`src/rtl/multicycle_controller.sv`:
```
// Multicycle control unit for the ARM-subset datapath: one FSM pass per instruction,
// condition flags, and condition-gated write enables. Controls are registered from the next state.
module multicycle_controller #(
    parameter int STATE_W = 4
) (
    input  logic               clk,
    input  logic               reset,
    input  logic [31:12]       Instr,
    input  logic [3:0]         ALUFlags,
    output logic               PCWrite,
    output logic               AdrSrc,
    output logic               MemWrite,
    output logic               IRWrite,
    output logic               RegWrite,
    output logic [1:0]         RegSrc,
    output logic [1:0]         ImmSrc,
    output logic               ALUSrcA,
    output logic [1:0]         ALUSrcB,
    output logic [1:0]         ResultSrc,
    output logic [3:0]         ALUControl,
    output logic [STATE_W-1:0] State
);

    typedef enum logic [3:0] {
        FETCH    = 4'd0,
        DECODE   = 4'd1,
        MEMADR   = 4'd2,
        MEMREAD  = 4'd3,
        MEMWB    = 4'd4,
        MEMWRITE = 4'd5,
        EXECR    = 4'd6,
        EXECI    = 4'd7,
        ALUWB    = 4'd8,
        BRANCH   = 4'd9
    } state_t;

    typedef struct packed {
        logic       pcwrite;
        logic       adrsrc;
        logic       memwrite;
        logic       irwrite;
        logic       regwrite;
        logic       alusrca;
        logic [1:0] alusrcb;
        logic [1:0] resultsrc;
        logic [3:0] aluctl;
    } ctrl_t;

    localparam ctrl_t FETCH_CTRL = '{pcwrite: 1'b1, adrsrc: 1'b0, memwrite: 1'b0,
                                     irwrite: 1'b1, regwrite: 1'b0, alusrca: 1'b1,
                                     alusrcb: 2'b10, resultsrc: 2'b10, aluctl: 4'b0000};

    state_t     state, nstate;
    ctrl_t      ctrl, nctrl;
    logic [3:0] flags;
    logic       condex, condex_n, cond_ok;

    logic [3:0] cond, cmd, rd;
    logic [1:0] op;
    logic [5:0] funct;
    logic       rd15;
    logic       unused_rn;

    assign cond      = Instr[31:28];
    assign op        = Instr[27:26];
    assign funct     = Instr[25:20];
    assign rd        = Instr[15:12];
    assign cmd       = funct[4:1];
    assign rd15      = (rd == 4'hf);
    assign unused_rn = ^Instr[19:16];

    // cmd decode: unsupported commands behave as a silent ADD that never writes or sets flags
    logic [3:0] cmd_alu;
    logic       nowrite, supported, arith;

    always_comb begin
        cmd_alu   = 4'b0000;
        nowrite   = 1'b0;
        supported = 1'b1;
        arith     = 1'b0;
        case (cmd)
            4'b0100: begin cmd_alu = 4'b0000; arith = 1'b1; end
            4'b0010: begin cmd_alu = 4'b0001; arith = 1'b1; end
            4'b0000: cmd_alu = 4'b0010;
            4'b1100: cmd_alu = 4'b0011;
            4'b0001: cmd_alu = 4'b0100;
            4'b1010: begin cmd_alu = 4'b0001; arith = 1'b1; nowrite = 1'b1; end
            default: begin supported = 1'b0; nowrite = 1'b1; end
        endcase
    end

    always_comb begin
        logic n, z, c, v;
        {n, z, c, v} = flags;
        case (cond)
            4'b0000: cond_ok = z;
            4'b0001: cond_ok = ~z;
            4'b0010: cond_ok = c;
            4'b0011: cond_ok = ~c;
            4'b0100: cond_ok = n;
            4'b0101: cond_ok = ~n;
            4'b0110: cond_ok = v;
            4'b0111: cond_ok = ~v;
            4'b1000: cond_ok = c & ~z;
            4'b1001: cond_ok = ~c | z;
            4'b1010: cond_ok = (n == v);
            4'b1011: cond_ok = (n != v);
            4'b1100: cond_ok = ~z & (n == v);
            4'b1101: cond_ok = z | (n != v);
            4'b1110: cond_ok = 1'b1;
            default: cond_ok = 1'b0;
        endcase
    end

    // CondEx is captured only as DECODE ends, so execute-stage flag updates cannot leak into writeback
    assign condex_n = (state == DECODE) ? cond_ok : condex;

    always_comb begin
        nstate = FETCH;
        case (state)
            FETCH:  nstate = DECODE;
            DECODE: begin
                case (op)
                    2'b01:   nstate = MEMADR;
                    2'b00:   nstate = funct[5] ? EXECI : EXECR;
                    2'b10:   nstate = BRANCH;
                    default: nstate = FETCH;
                endcase
            end
            MEMADR:  nstate = funct[0] ? MEMREAD : MEMWRITE;
            MEMREAD: nstate = MEMWB;
            EXECR:   nstate = ALUWB;
            EXECI:   nstate = ALUWB;
            default: nstate = FETCH;
        endcase
    end

    always_comb begin
        nctrl = '0;
        case (nstate)
            FETCH: nctrl = FETCH_CTRL;
            DECODE: begin
                nctrl.alusrca   = 1'b1;
                nctrl.alusrcb   = 2'b10;
                nctrl.resultsrc = 2'b10;
            end
            MEMADR:  nctrl.alusrcb = 2'b01;
            MEMREAD: nctrl.adrsrc  = 1'b1;
            MEMWRITE: begin
                nctrl.adrsrc   = 1'b1;
                nctrl.memwrite = condex_n;
            end
            MEMWB: begin
                nctrl.resultsrc = 2'b01;
                nctrl.regwrite  = condex_n;
                nctrl.pcwrite   = condex_n & rd15;
            end
            EXECR: nctrl.aluctl = cmd_alu;
            EXECI: begin
                nctrl.alusrcb = 2'b01;
                nctrl.aluctl  = cmd_alu;
            end
            ALUWB: begin
                nctrl.regwrite = condex_n & ~nowrite;
                nctrl.pcwrite  = condex_n & ~nowrite & rd15;
            end
            BRANCH: begin
                nctrl.alusrcb   = 2'b01;
                nctrl.resultsrc = 2'b10;
                nctrl.pcwrite   = condex_n;
            end
            default: nctrl = FETCH_CTRL;
        endcase
    end

    always_ff @(posedge clk or posedge reset) begin
        if (reset) begin
            state  <= FETCH;
            ctrl   <= FETCH_CTRL;
            flags  <= 4'b0000;
            condex <= 1'b0;
        end else begin
            state  <= nstate;
            ctrl   <= nctrl;
            condex <= condex_n;
            // logical ops refresh N/Z only; C/V come from the ALU just for arithmetic
            if ((state == EXECR || state == EXECI) && funct[0] && condex && supported) begin
                flags[3:2] <= ALUFlags[3:2];
                if (arith)
                    flags[1:0] <= ALUFlags[1:0];
            end
        end
    end

    assign PCWrite    = ctrl.pcwrite  & ~reset;
    assign IRWrite    = ctrl.irwrite  & ~reset;
    assign RegWrite   = ctrl.regwrite & ~reset;
    assign MemWrite   = ctrl.memwrite & ~reset;
    assign AdrSrc     = ctrl.adrsrc;
    assign ALUSrcA    = ctrl.alusrca;
    assign ALUSrcB    = ctrl.alusrcb;
    assign ResultSrc  = ctrl.resultsrc;
    assign ALUControl = ctrl.aluctl;
    assign RegSrc     = {(op == 2'b01) & ~funct[0], (op == 2'b10)};
    assign ImmSrc     = op;
    assign State      = STATE_W'(state);

endmodule

```
`config.mk`:
```
export PLATFORM = sky130hd
export DESIGN_NAME = multicycle_controller
export DESIGN_NICKNAME = d
export VERILOG_FILES = /design/src/rtl/multicycle_controller.sv
export SDC_FILE = /design/constraint.sdc
export NUM_CORES = 1
export LEC_CHECK = 0
export ABC_AREA = 1
export BUFFER_PORTS_ARGS = -buffer_cell sky130_fd_sc_hd__clkbuf_2
export CORE_MARGIN = 8
export CORE_UTILIZATION = 49
export DETAILED_ROUTE_END_ITERATION = 10
export PLACE_DENSITY = 0.89
export SLEW_MARGIN = 20
export SYNTH_ARGS = -nofsm -noshare
export SYNTH_HDL_FRONTEND = slang
export SYNTH_SLANG_ARGS = --single-unit
```
`constraint.sdc`:
```
create_clock -name clk -period 1.6 [get_ports clk]
set_input_delay 0.08 -clock clk [delete_from_list [all_inputs] [get_ports clk]]
set_output_delay 0.08 -clock clk [all_outputs]
set_load 0.03 [all_outputs]
```
# Yosys cells after proc, flatten, opt, wreduce, memory -nomap -nowiden

Index checks and enable logic that the tools add are counted.
W data, S select, Z words.

Add/sub/neg operators: 0
Multipliers: 0
Div/mod/pow operators: 0
Magnitude comparators: 0
Equal/unequal tests: 38
Shifts and indexed selects: 0
Multiplexer cells: 18
Bitwise operators: 18
Reductions and logical operators: 22

Operators by type and width:

| kind                 | count |
|---|---|
| $eq A4 B4 Y1 const B | 12 |
| $eq A4 B3 Y1 const B | 11 |
| $eq A4 B2 Y1 const B | 7 |
| $pmux W4 S5          | 1 |
| $reduce_or A6 Y1     | 3 |
| $eq A4 B1 Y1 const B | 4 |
| $pmux W1 S15         | 1 |
| $logic_not A4 Y1     | 3 |
| $pmux W3 S4          | 1 |
| $pmux W4 S3          | 1 |
| $and A1 B1 Y1        | 10 |
| $reduce_or A5 Y1     | 2 |
| $reduce_or A9 Y1     | 1 |
| $mux W1              | 8 |
| $pmux W2 S2          | 2 |
| $reduce_or A2 Y1     | 4 |
| $reduce_or A8 Y1     | 1 |
| $not A1 Y1           | 6 |
| $reduce_or A3 Y1     | 2 |
| $mux W4              | 1 |
| $pmux W1 S4          | 1 |
| $logic_and A1 B1 Y1  | 3 |
| $mux W3              | 1 |
| $eq A2 B1 Y1 const B | 1 |
| 8 further kinds      | 9 |

Flip-flop bits (word level): 23
Latch bits: 0
Bits in writable memories: 0
Bits in read-only memories: 0
Bits of input ports: 26
Output and inout bits: 22
Word-level logic and storage cells: 109
Memories: 0

# Logic depth before layout (Yosys ltp)

Depth in word-level cells: 7
Gate-level depth with buffers: 10
Depth with buffers taken out: 10

# Worst setup path after synthesis

Ideal clock, no wire load.

Path type: flip-flop to flip-flop
Start: reg state[3], in the netlist State[3]
End: reg ctrl, in the netlist ALUSrcB[0]
Library setup time: 127 ps
Arrival: 1,252 ps
Data required time: 1,473 ps
Path slack: 220 ps
Cell stages (with the launch flop): 9
Buffers on the path: 0
Period minus slack after synthesis: 1,380 ps
Cells stage by stage: dfrtp_1 -> nor2_4 -> nand3_2 -> inv_1 -> nand2_1 -> nand2_1 -> nor2_1 -> nand3_1 -> o21ai_0

RTL lines:

| element                  | line | source |
|---|---|---|
| start: declaration       | 53   | `state_t state, nstate;` |
| start signal: assignment | 183  | `state <= nstate;` |
| end signal: assignment   | 184  | `ctrl <= nctrl;` |
| end: declaration         | 54   | `ctrl_t ctrl, nctrl;` |

==> results.md <==
| Item | Value |
|---|---|
| Number of max-cap violations | 0 |
| Inserted Diodes | 0 |
| Die width | 67.7 µm |
| Area occupied by multi-input gates | 543 µm² |
| Storage cell area | 557 µm² |
| Area of the die | 4590 µm² |
| Number of warnings printed during yosys synthesis | 0 |
| Site row count | 18 |
| Standard cell core area | 2500 µm² |
| Syn nets | 207 |
| Capturing element type of the critical path | flop |
| HPWL Detailed | 2.33 mm |
| Share of cells above drive strength 1 | 29.4% |
| Area fraction of the dominant cell type after synthesis | 32.4% |
| Number of violations reported at the end of detailed-routing iteration 0 | 95 |
| Pin count of the biggest net entering global routing | 23 |
| Reg clk slew, reported paths | 120 ps |
| Maximum level of the CTS H-tree | 1 |
| Post-place setup slack | 236 ps |
| Clock tree from TritonCTS | built |
| Critical path data required time | 1810 ps |
| Clock latency reported for the late side of the worst-skew pair | 320 ps |
| Sort of element at the start of the critical path | flop |
| Crit path arrival time | 1590 ps |
| Top cells by area in the synthesized netlist | dfrtp_1 (32%), nand2_1 (12%), dfstp_2 (10%), inv_1 (9.2%), nand3_1 (7.3%) |
| Overall global routing resource usage | 13.0% |
| Classification of the worst-slack hold path | in -> reg |
| CTS Root Cell | clkbuf_4 |
| Flop and latch count out of synthesis | 22 |
| Min Tclk post-route | 1380 ps |
| Overflow left after global routing | 0 |
| Worst setup path category | reg -> reg |
| Clock sink count | 22 |
| Area post-placement | 1480 µm² |
| Antenna violation net count after detailed routing | 0 |
| Per-instance average area after synthesis | 7.24 µm² |
| Global-route wire length before repair | 4.69 mm |
| Final design instance area without fill | 1560 µm² |
| Top fanout value on the critical path | 4 |
| Final wirelength | 2.84 mm |
| Vias/cell | 4.77 |
| Post-Synthesis Cell Area | 1310 µm² |
| Fmax | 0.724 GHz |
| Number of global-route vias before repair | 1148 |
| P_leak | 0.925 nW |
| Worst ir drop on vdd | 1180 µV |
| Post-synth top area cell | dfrtp_1 |
| Part of the cycle the worst path needs | 86.3% |
| RD Place Congestion | 0.889 |
| Num CTS Buffers | 3 |
| Final WS setup | 218 ps |
| Power density normalized to cell area | 1410 nW/µm² |
| Antenna violations before repair | 0 |
| Distinct cell type count of the synthesized netlist | 26 |
| Max Transition Viols Final | 0 |
| Via count | 1198 |
| Final hold violations | 0 |
| Top-level I/O count | 48 |
| Post-layout net count | 248 |
| Hold Slack | 2.21 ps |
| Number of buffers inserted by port buffering | 42 |
| Die Y-Extent | 67.7 µm |
| Worst Clk Skew | 10.2 ps |
| First-pass DRT Iterations | 4 |
| Run status | completed |
| RSZ-0062 raised after global routing | no |
| DR WL/cell | 11.3 µm |
| Buffer depth of the longest clock path | 2 |
| Total negative setup slack | 0 ps |
| Number of instances in the synthesized netlist | 181 |
| Initial core utilization | 52.5% |
| Fill cells | 235 |
| Proportion of synthesized chip area in sequential cells | 42.5% |
| Total Power | 2.21 mW |
| Area growth from synthesis to final layout | 19.1% |
| Finish-stage setup viols | 0 |
| Post-route DRC violation count | 0 |
==> cell usage in the layout (no fill, tap or decap) <==
master,count
nand2_2,4
clkbuf_2,42
inv_1,32
a21oi_2,1
nor2_4,1
clkbuf_4,3
clkbuf_8,1
o211ai_1,1
nor3_2,1
nand3b_1,1
o21ai_0,5
nand3_1,19
o21ai_2,1
nand3_2,3
a21oi_1,3
dlygate4sd3_1,5
a211oi_1,1
nor3_1,4
nand2_1,41
dfrtp_1,17
or2_2,1
buf_4,1
conb_1,1
nor2_2,1
dfstp_2,5
o21ai_1,1
and3_1,1
nor2_1,24
==> timing repair <==
action / CTS / global route
hold buffers: 5 / 0
hold endpoints to repair: 21 / 0
resized for setup: 0 / 0
buffers inserted: 0 / 0
==> sequential cells by signal, indices dropped and copies added, names as in the netlist <==
name and cells:
flags 4, ctrl 4, ALUSrcA 1, condex 1, ALUControl 3, State 4
ResultSrc 2, AdrSrc 1, ALUSrcB 2
==> area by class of cell <==
type	instances	area share [%]
Sequential cell	22	35.7
Multi-Input combinational cell	115	34.8
Tap cell	30	2.40
Inverter	32	7.69
Timing Repair Buffer	48	17.1
Clock buffer	4	2.32
==> where the power goes <==
part,internal (mW),switching (mW)
logic,0.310,0.719
clock network,0.139,0.169
registers,0.767,0.102
total,1.22,0.991
==> cells in the mapped netlist <==
master	number
buf_2	1
buf_6	1
a211oi_1	1
dfrtp_1	17
o21ai_1	1
nand3b_1	1
nand3_1	19
nand2_1	41
nor2_1	24
nand3_2	3
nor2_2	1
nor2_4	1
dfstp_2	5
nor3_2	1
and3_1	1
nor3_1	4
inv_1	32
o21ai_2	1
conb_1	1
a21oi_1	3
a21oi_2	1
o211ai_1	1
buf_4	10
or2_2	1
nand2_2	4
o21ai_0	5
==> final timing paths <==
kind,slack [ps],depth (start not counted),from,to
max reg2reg,220,8,State[3],ALUSrcB[0]
max,220,8,State[3],ALUSrcB[0]
min,2,3,ALUFlags[1],flags[1]
min reg2reg,600,2,flags[0],flags[0]
min in group asynchronous,360,4,reset,flags[2]
max in group asynchronous,970,4,reset,ALUSrcB[1]
==> critical path, stage by stage (launching register included) <==
cell and delay (ps):
dfrtp_1 440, nor2_4 170, nand3_2 130, nor2_2 150
nand2_2 100, nand3_2 110, nor2_1 50, nand3_1 60
o21ai_0 80
==> routing by layer <==
metal	GRT usage [%]	share of wire [%]
met1	14.7	42
met2	22.6	50
met3	2.65	6.0
met4	6.79	1.9
met5	0	0
==> cell families (layout without fill, tap and decap cells) <==
group	count (synthesis)	count (layout)	share of synthesized area (%)
compound gates	13	13	5.92
buf+inv	44	84	16.1
flops	22	22	42.5
other cells	1	1	0.286
simple gates	101	101	35.2
==> metrics by stage <==
step | utilization, % | cells
2_1_floorplan | - | 181
3_3_place_gp | 59.0 | 242
3_5_place_dp | 59.0 | 242
4_1_cts | 62.5 | 251
5_1_grt | 62.5 | 251
6_report | 62.5 | 251
(Power assumes the default switching activity.)
